--- src/rtl/simon_control_pkg.sv ---
// Shared constants, state encoding and reference vectors
// for the SIMON sequencing controller.
package simon_control_pkg;

  localparam int N_DEF = 16;
  localparam int M_DEF = 4;
  localparam int T_DEF = 32;

  // infoIN bit selecting decryption
  localparam int DEC_BIT = 0;

  typedef enum logic [2:0] {
    NOKEY,
    KLOAD,
    KEXP,
    DONE,
    READY,
    DLOAD,
    RUN
  } state_e;

  // SIMON32/64 reference vectors
  localparam logic [63:0] KEY_VEC = 64'h1918_1110_0908_0100;
  localparam logic [31:0] PT_VEC  = 32'h6565_6877;
  localparam logic [31:0] CT_VEC  = 32'hc69b_e9bb;

endpackage

--- src/rtl/simon_control_if.sv ---
// Host/datapath signal bundle of the SIMON controller.
// master = host side, slave = controller side.
interface simon_control_if
  import simon_control_pkg::*;
#(
  parameter int N = N_DEF,
  parameter int M = M_DEF
);

  logic           newDATA;
  logic           newKEY;
  logic           readDATA;
  logic [7:0]     infoIN;
  logic [7:0]     countIN;
  logic [2*N-1:0] inDATA;
  logic [M*N-1:0] KEY;

  logic           newDATA_rise;
  logic           newKEY_rise;
  logic           loadDATA;
  logic           loadKEY;
  logic           doneDATA;
  logic           doneKEY;
  logic [7:0]     infoOUT;
  logic [7:0]     countOUT;
  logic [2*N-1:0] outDATA;

  modport master (
    output newDATA, newKEY, readDATA,
    output infoIN, countIN, inDATA, KEY,
    input  newDATA_rise, newKEY_rise,
    input  loadDATA, loadKEY,
    input  doneDATA, doneKEY,
    input  infoOUT, countOUT, outDATA
  );

  modport slave (
    input  newDATA, newKEY, readDATA,
    input  infoIN, countIN, inDATA, KEY,
    output newDATA_rise, newKEY_rise,
    output loadDATA, loadKEY,
    output doneDATA, doneKEY,
    output infoOUT, countOUT, outDATA
  );

endinterface

--- src/rtl/simon_control_rise.sv ---
// Registered rising-edge pulse generator:
// one-cycle pulse the edge after x_i goes high.
module simon_rise_detect (
  input  logic clk,
  input  logic nR,
  input  logic x_i,
  output logic rise_o
);

  logic prev_q;
  logic rise_q;

  // track previous level and register the edge pulse
  always_ff @(posedge clk) begin
    if (nR) begin
      prev_q <= 1'b0;
      rise_q <= 1'b0;
    end else begin
      prev_q <= x_i;
      rise_q <= x_i & ~prev_q;
    end
  end

  assign rise_o = rise_q;

endmodule

--- src/rtl/simon_control.sv ---
// Sequencer for the SIMON round/key datapath:
// key load, key expansion, block run and result hold.
module simon_control
  import simon_control_pkg::*;
#(
  parameter int N = N_DEF,
  parameter int M = M_DEF,
  parameter int T = T_DEF
) (
  input  logic            clk,
  input  logic            nR,
  simon_control_if.slave  bus
);

  localparam logic [7:0] LAST = 8'(T - 1);
  localparam logic [7:0] KSTART = 8'(M);

  state_e         state_q, state_d;
  logic           dkey_q, dkey_d;
  logic [7:0]     info_q, info_d;
  logic [7:0]     cnt_q, cnt_d;
  logic [2*N-1:0] out_q, out_d;

  logic           data_rise;
  logic           key_rise;
  logic [7:0]     c_clamp;
  logic           run_dec;
  logic           unused_key;

  assign unused_key = ^bus.KEY;

  simon_rise_detect u_rise_data (
    .clk    (clk),
    .nR     (nR),
    .x_i    (bus.newDATA),
    .rise_o (data_rise)
  );

  simon_rise_detect u_rise_key (
    .clk    (clk),
    .nR     (nR),
    .x_i    (bus.newKEY),
    .rise_o (key_rise)
  );

  assign c_clamp = (bus.countIN >= 8'(T)) ? 8'd0 : bus.countIN;
  assign run_dec = info_q[DEC_BIT];

  // state and datapath-facing registers
  always_ff @(posedge clk) begin
    if (nR) begin
      state_q <= NOKEY;
      dkey_q  <= 1'b0;
      info_q  <= '0;
      cnt_q   <= '0;
      out_q   <= '0;
    end else begin
      state_q <= state_d;
      dkey_q  <= dkey_d;
      info_q  <= info_d;
      cnt_q   <= cnt_d;
      out_q   <= out_d;
    end
  end

  // next-state, round counter and result capture
  always_comb begin
    state_d = state_q;
    dkey_d  = dkey_q;
    info_d  = info_q;
    cnt_d   = cnt_q;
    out_d   = out_q;
    unique case (state_q)
      NOKEY: begin
        if (key_rise) state_d = KLOAD;
      end
      KLOAD: begin
        dkey_d  = 1'b0;
        cnt_d   = KSTART;
        state_d = KEXP;
      end
      KEXP: begin
        if (cnt_q == LAST) begin
          dkey_d  = 1'b1;
          state_d = DONE;
        end else begin
          cnt_d = cnt_q + 8'd1;
        end
      end
      DONE: begin
        if (key_rise)          state_d = KLOAD;
        else if (bus.readDATA) state_d = READY;
      end
      READY: begin
        if (key_rise)       state_d = KLOAD;
        else if (data_rise) state_d = DLOAD;
      end
      DLOAD: begin
        info_d  = bus.infoIN;
        cnt_d   = bus.infoIN[DEC_BIT] ? LAST - c_clamp
                                      : c_clamp;
        state_d = RUN;
      end
      RUN: begin
        if (run_dec ? (cnt_q == 8'd0) : (cnt_q == LAST)) begin
          out_d   = bus.inDATA;
          state_d = DONE;
        end else begin
          cnt_d = run_dec ? cnt_q - 8'd1 : cnt_q + 8'd1;
        end
      end
      default: state_d = NOKEY;
    endcase
  end

  assign bus.newDATA_rise = data_rise;
  assign bus.newKEY_rise  = key_rise;
  assign bus.loadKEY      = (state_q == KLOAD);
  assign bus.loadDATA     = (state_q == DLOAD);
  assign bus.doneDATA     = (state_q == DONE);
  assign bus.doneKEY      = dkey_q;
  assign bus.infoOUT      = info_q;
  assign bus.countOUT     = cnt_q;
  assign bus.outDATA      = out_q;

endmodule

--- src/flat_wrapper.sv ---
// flat-port wrapper written by rule: the top's interface ports become plain ports
module simon_control_flat import simon_control_pkg::*;
#(
  parameter int N = N_DEF,
  parameter int M = M_DEF,
  parameter int T = T_DEF
)
  (clk, nR, bus_newDATA, bus_newKEY, bus_readDATA, bus_infoIN, bus_countIN, bus_inDATA, bus_KEY, bus_newDATA_rise, bus_newKEY_rise, bus_loadDATA, bus_loadKEY, bus_doneDATA, bus_doneKEY, bus_infoOUT, bus_countOUT, bus_outDATA);
  simon_control_if #(.N(N), .M(M)) bus_i ();
  input  logic clk;
  input  logic nR;
  input wire logic [$bits(bus_i.newDATA)-1:0] bus_newDATA;
  input wire logic [$bits(bus_i.newKEY)-1:0] bus_newKEY;
  input wire logic [$bits(bus_i.readDATA)-1:0] bus_readDATA;
  input wire logic [$bits(bus_i.infoIN)-1:0] bus_infoIN;
  input wire logic [$bits(bus_i.countIN)-1:0] bus_countIN;
  input wire logic [$bits(bus_i.inDATA)-1:0] bus_inDATA;
  input wire logic [$bits(bus_i.KEY)-1:0] bus_KEY;
  output wire logic [$bits(bus_i.newDATA_rise)-1:0] bus_newDATA_rise;
  output wire logic [$bits(bus_i.newKEY_rise)-1:0] bus_newKEY_rise;
  output wire logic [$bits(bus_i.loadDATA)-1:0] bus_loadDATA;
  output wire logic [$bits(bus_i.loadKEY)-1:0] bus_loadKEY;
  output wire logic [$bits(bus_i.doneDATA)-1:0] bus_doneDATA;
  output wire logic [$bits(bus_i.doneKEY)-1:0] bus_doneKEY;
  output wire logic [$bits(bus_i.infoOUT)-1:0] bus_infoOUT;
  output wire logic [$bits(bus_i.countOUT)-1:0] bus_countOUT;
  output wire logic [$bits(bus_i.outDATA)-1:0] bus_outDATA;
  assign bus_i.newDATA = bus_newDATA;
  assign bus_i.newKEY = bus_newKEY;
  assign bus_i.readDATA = bus_readDATA;
  assign bus_i.infoIN = bus_infoIN;
  assign bus_i.countIN = bus_countIN;
  assign bus_i.inDATA = bus_inDATA;
  assign bus_i.KEY = bus_KEY;
  assign bus_newDATA_rise = bus_i.newDATA_rise;
  assign bus_newKEY_rise = bus_i.newKEY_rise;
  assign bus_loadDATA = bus_i.loadDATA;
  assign bus_loadKEY = bus_i.loadKEY;
  assign bus_doneDATA = bus_i.doneDATA;
  assign bus_doneKEY = bus_i.doneKEY;
  assign bus_infoOUT = bus_i.infoOUT;
  assign bus_countOUT = bus_i.countOUT;
  assign bus_outDATA = bus_i.outDATA;
  simon_control #(.N(N), .M(M), .T(T)) u_core (.clk(clk), .nR(nR), .bus(bus_i));
endmodule
--- config.mk ---
export PLATFORM = sky130hd
export DESIGN_NAME = simon_control_flat
export DESIGN_NICKNAME = d
export VERILOG_FILES = /design/src/rtl/simon_control_pkg.sv /design/src/rtl/simon_control_if.sv /design/src/rtl/simon_control_rise.sv /design/src/rtl/simon_control.sv /design/src/flat_wrapper.sv
export SDC_FILE = /design/constraint.sdc
export NUM_CORES = 1
export LEC_CHECK = 0
export ABC_AREA = 1
export BUFFER_PORTS_ARGS = -buffer_cell sky130_fd_sc_hd__clkbuf_2
export CELL_PAD_IN_SITES_DETAIL_PLACEMENT = 1
export CELL_PAD_IN_SITES_GLOBAL_PLACEMENT = 2
export CORE_ASPECT_RATIO = 2
export CORE_UTILIZATION = 23
export DETAILED_ROUTE_END_ITERATION = 8
export GPL_ROUTABILITY_DRIVEN = 0
export PLACE_DENSITY = 0.87
export SYNTH_ARGS = -nofsm -noshare
export SYNTH_HDL_FRONTEND = slang
export SYNTH_SLANG_ARGS = --single-unit
--- constraint.sdc ---
create_clock -name clk -period 3.4 [get_ports clk]
set_input_delay 0.34 -clock clk [delete_from_list [all_inputs] [get_ports clk]]
set_output_delay 0.34 -clock clk [all_outputs]
set_load 0.02 [all_outputs]
=== Yosys cells after proc, flatten, opt, wreduce, memory -nomap -nowiden ===
Index checks and enable logic that the tools add are counted.

* $add $sub $neg: 3
* $mul: 0
* Divide/modulo/power cells: 0
* $lt $le $gt $ge: 1
* Eq/ne operators: 14
* Shifts and indexed selects: 0
* Muxes and demuxes: 17
* Bitwise operators: 4
* Reduce and logical (&&, ||, !) cells: 8

{| class="wikitable"
|+ Operators by type and width
! kind !! count
|-
| $mux W8 || 5
|-
| $pmux W8 S4 || 1
|-
| $mux W3 || 7
|-
| $pmux W3 S7 || 1
|-
| $eq A3 B3 Y1 const B || 3
|-
| $add A8 B1 Y8 const B || 1
|-
| $eq A8 B5 Y1 const B || 1
|-
| $ge A8 B6 Y1 const B || 1
|-
| $logic_not A8 Y1 || 1
|-
| $sub A5 B8 Y8 const A || 1
|-
| $sub A8 B1 Y8 const B || 1
|-
| $eq A3 B2 Y1 const B || 2
|-
| $ne A2 B2 Y1 const B || 3
|-
| $reduce_and A5 Y1 || 1
|-
| $ne A2 B1 Y1 const B || 2
|-
| $reduce_and A2 Y1 || 2
|-
| $reduce_bool A4 Y1 || 1
|-
| $eq A3 B1 Y1 const B || 1
|-
| $logic_not A3 Y1 || 1
|-
| $ne A3 B2 Y1 const B || 1
|-
| $ne A3 B3 Y1 const B || 1
|-
| $reduce_and A3 Y1 || 1
|-
| $and A1 B1 Y1 || 2
|-
| $mux W1 || 2
|-
| other kinds (3) || 4
|}

* Register bits: 56
* Bits in latches: 0
* RAM bits: 0
* Bits in read-only memories: 0
* Bits of input ports: 117
* Word-level logic and storage cells: 56
* Memories: 0

=== Longest topological paths before layout ===
* Word-level depth: 5
* Mapped depth: 12

=== Cells and area by module ===
Synthesis repeated with hierarchy kept, for this count alone.

* Cells, all modules: 405
* Area total of the unflattened synthesis: 2706.3 um^2

{| class="wikitable"
|+ Modules (own cells, without submodules)
! module !! times used !! cells each !! area each (um^2) !! sequential area each (um^2)
|-
| simon_control || 1 || 393 || 2586.2 || 1041.0
|-
| simon_rise_detect || 2 || 6 || 60.1 || 40.0
|}

=== Worst setup path before layout ===
OpenSTA, ideal clock, no wires.

* Path kind: reg2reg
* Start point: register u_core.cnt_q[1], in the netlist u_core.bus.countOUT[1]
* End point: register u_core.cnt_q[2], in the netlist u_core.bus.countOUT[2]
* Arrival: 1579 ps
* Setup slack: 1689 ps
* Cell stages (with the launch flop): 11
* Path through: dfxtp_1 > ha_1 > nand3_4 > nor2_4 > nand3_2 > nand2_2 > nand2_4 > nand2_4 > inv_2 > nand2_1 > a21oi_1

* Longest elaborated chain between the ends: 4

{| class="wikitable"
|+ Ends and longest elaborated chain
! element !! RTL line !! RTL
|-
| from (decl) || simon_control.sv:21 || <nowiki>logic [7:0] cnt_q, cnt_d;</nowiki>
|-
| from (signal assigned) || simon_control.sv:61 || <nowiki>cnt_q <= cnt_d;</nowiki>
|-
| $add A8 B1 Y8, or another cell as far along || simon_control.sv:87, simon_control.sv:109 ||
|-
| $mux W8 / $mux W1 (equally long branches) || simon_control.sv:109, simon_control.sv:105 ||
|-
| $mux W8 / $ne A2 B2 Y1 (equally long branches) || -- ||
|-
| $pmux W8 S4 / $reduce_and A3 Y1 (equally long branches) || -- ||
|}

Several ways; a longest one is shown, not always the timed one. The select of a mux whose other input is x is not followed.
A chain may end at the register's enable or synchronous reset.

=== Worst setup path in the final report ===
* Start point: register u_core.cnt_q[1], in the netlist u_core.bus.countOUT[1]
* End point: register u_core.out_q[28], in the netlist u_core.bus.outDATA[28]

* Longest elaborated chain between the ends: 3

{| class="wikitable"
|+ Ends and longest elaborated chain
! element !! RTL line !! RTL
|-
| $eq A8 B5 Y1 / $logic_not A8 Y1 (equally long branches) || simon_control.sv:105 || <nowiki>if (run_dec ? (cnt_q == 8'd0) : (cnt_q == LAST)) begin</nowiki>
|-
| $mux W1 (*) || simon_control.sv:105 ||
|-
| $reduce_and A2 Y1 (no line) (*) || -- ||
|-
| to (signal assigned) || simon_control.sv:62 || <nowiki>out_q <= out_d;</nowiki>
|-
| to (decl) || simon_control.sv:22 || <nowiki>logic [2*N-1:0] out_q, out_d;</nowiki>
|}

Mark *: on every way between the ends. The rest lies on a longest branch, timed or not.

==> metrics <==
via/cell ratio 4.51; transition time at the pin with the least slew margin 1.12 ns; diode insertion count for antenna repair 0; height of the chip 160 um; final routed wire length divided by cell count 14.0 um; first-iteration detailed-routing DRC count 56; power density over cell area 544 nW/um^2; worst max-slew margin expressed relative to the limit 25.0%; kind of path behind the tightest hold check input port to flop; final critical path time including I/O delays and setup 2.23 ns; maximum clock path buffer count 2; WP data arrival 2.45 ns; Die X 81.1 um; Final Hold Violating Endpoints 0; first-pass GRT wire length 14.4 mm; layout cell share with drive strength beyond 1 28.3%; total wire length after detailed routing 9.12 mm; total of buffers placed on input and output ports 106; # nets final 625; Post CTS Setup Buffer Count 0; insertion delay to the later sink of the worst-skew pair 0.29 ns; 1st-pass router iterations 4; All-Layer GR Usage 14.6%; max-slew violation count 0; unrepaired setup endpoints after global routing false; VDD IR-drop max 0.250 mV; kind of end point of the critical path flop; initial core utilization 23.6%; largest fanout on the critical path 32; clock sink count 56; startpoint type of the worst setup path flop; number of remaining DRC errors 0; area growth from synthesis to layout 26.1%; setup clock skew after layout 0.00791 ns; quantity of gates resized following cts 0; die area 13000 um^2; maximum number of pins on one net before global-route repair 42; part of the cycle the worst path needs 65.5%; number of buffers added to fix hold violations after cts 0; count of mapped cells out of synthesis 405; count of pins on the block boundary 171; number of antenna violations at the first check in global routing 0; Static Leak 1.76 nW; sequential share of the synthesized area 38.9%; maximum clock frequency 449 MHz; flop and latch count out of synthesis 56; max_cap viols 0; std cell rows 57; required time at the worst-slack endpoint 3.63 ns; combined area of all synthesized cells 2880 um^2; Hold Slack 0.264 ns; number of distinct library cells after synthesis 33; per-instance average area after synthesis 7.11 um^2; antenna viol nets, final 0; global route overflow 0; HPWL after detailed placement 7.46 mm; total of warnings raised by yosys 0; TNS Setup 0 ns; CTS H-tree lvls 2; number of buffers inserted during clock tree synthesis 5; clock tree from TritonCTS done; final-report setup violation count 0; root buffer cell sky130_fd_sc_hd__clkbuf_16; clock transition time at the flip-flop clock pins of the worst setup and hold paths 0.08 ns; number of vias after detailed routing 2942; floorplan core area 12200 um^2; status finished, final reports clean; number of global-route vias before repair 3049; startpoint-to-endpoint class of the critical path flop to flop
[report_power, final]
group	internal (mW)	switching [mW]
logic	0.216	0.454
registers	0.703	0.0814
clock network	0.275	0.244
total	1.19	0.780
[registers in the layout, indices dropped and copies added (netlist names)]
signal and flops:
u_core.bus.countOUT 8, u_core.bus.doneKEY 1, u_core.bus.infoOUT 8, u_core.bus.outDATA 32
u_core.state_q 3, u_core.u_rise_data.prev_q 1, u_core.u_rise_data.rise_o 1, u_core.u_rise_key.prev_q 1
u_core.u_rise_key.rise_o 1
[final cells by class]
type                       instances  area, um^2
sequential                        56        1120
inverter                          32         128
tap                              147         184
timing repair buffer             107         538
multi-input combinational        302        1510
fill                            1579        8560
clock inverter                     3        21.3
clock buffer                       5         125
[cell usage after synthesis (all sizes together)]
library cell | n | area [um^2]
clkinv | 1 | 3.75
nand3 | 32 | 178
ha | 4 | 50.1
clkbuf | 5 | 18.8
a21boi | 1 | 18.8
conb | 1 | 3.75
nor2 | 107 | 483
o21ai | 50 | 250
inv | 31 | 124
nand4 | 6 | 52.6
nor3 | 3 | 15.0
o21a | 1 | 7.51
or2 | 1 | 6.26
a211oi | 1 | 7.51
xor2 | 3 | 26.3
a21oi | 12 | 60.1
buf | 11 | 103
dfxtp | 56 | 1120
xnor2 | 2 | 17.5
nand2 | 77 | 334
[path summary, 6_finish.rpt]
kind,end,startpoint,slack [ns],cells past startpoint
worst min-delay path,u_core.bus.infoOUT[4],bus_infoIN[4],0.26,3
worst min register to register,u_core.u_rise_data.rise_o,u_core.u_rise_data.prev_q,0.39,1
worst max register to register,u_core.bus.outDATA[28],u_core.bus.countOUT[1],1.17,7
worst max-delay path,u_core.bus.outDATA[28],u_core.bus.countOUT[1],1.17,7
[cell families (layout without fill, tap and decap cells)]
group,Yosys count,count (layout),share of synthesized area (%)
AOI/OAI and AO/OA,65,65,11.9
xor gates and xnor gates,5,5,1.52
and+or+nand+nor,226,226,37.1
adders and majority gates,4,4,1.74
DFF,56,56,38.9
other,1,2,0.130
buffers and inverters,48,147,8.64
[layer usage]
metal | up-vias | part of all wire, % | track usage (%)
li1 | 1487 | - | -
met1 | 1368 | 35 | 12.7
met2 | 78 | 58 | 30.3
met3 | 9 | 4.9 | 2.40
met4 | 0 | 2.4 | 5.93
met5 | - | 0 | 0
[per-stage QoR]
stage          utilization (%)  total power, mW  std cells  instance area, um^2  setup slack (ns)
2_1_floorplan                -             1.26        406                 2880              1.69
4_1_cts                   29.8             2.02        652                 3630              1.14
3_3_place_gp              28.6             1.45        644                 3480              1.21
6_report                  29.8             1.97        652                 3630              1.17
5_1_grt                   29.8             2.11        652                 3630             0.937
3_5_place_dp              28.6             1.48        644                 3480              1.16
[critical path, stage by stage (launching register included)]
cell and delay [ns]:
sky130_fd_sc_hd__dfxtp_1 0.45, sky130_fd_sc_hd__ha_1 0.34, sky130_fd_sc_hd__nand3_4 0.12, sky130_fd_sc_hd__nor2_4 0.15
sky130_fd_sc_hd__nand3_2 0.14, sky130_fd_sc_hd__a21boi_4 0.72, sky130_fd_sc_hd__nor2_1 0.09, sky130_fd_sc_hd__nor2_1 0.15
[layout by cell type, fill, tap and decap left out, types with 2 or more instances in the layout]
master / n
sky130_fd_sc_hd__a21oi_1: 12
sky130_fd_sc_hd__clkbuf_16: 5
sky130_fd_sc_hd__clkbuf_2: 106
sky130_fd_sc_hd__conb_1: 2
sky130_fd_sc_hd__dfxtp_1: 56
sky130_fd_sc_hd__ha_1: 4
sky130_fd_sc_hd__inv_1: 23
sky130_fd_sc_hd__inv_2: 5
sky130_fd_sc_hd__inv_4: 3
sky130_fd_sc_hd__nand2_1: 69
sky130_fd_sc_hd__nand2_2: 3
sky130_fd_sc_hd__nand2_4: 5
sky130_fd_sc_hd__nand3_1: 30
sky130_fd_sc_hd__nand4_1: 5
sky130_fd_sc_hd__nor2_1: 99
sky130_fd_sc_hd__nor2_4: 4
sky130_fd_sc_hd__nor2_8: 3
sky130_fd_sc_hd__nor3_1: 3
sky130_fd_sc_hd__o21ai_0: 19
sky130_fd_sc_hd__o21ai_1: 31
sky130_fd_sc_hd__xnor2_1: 2
sky130_fd_sc_hd__xor2_1: 3
Note: power is estimated with default switching activity, not from simulation.
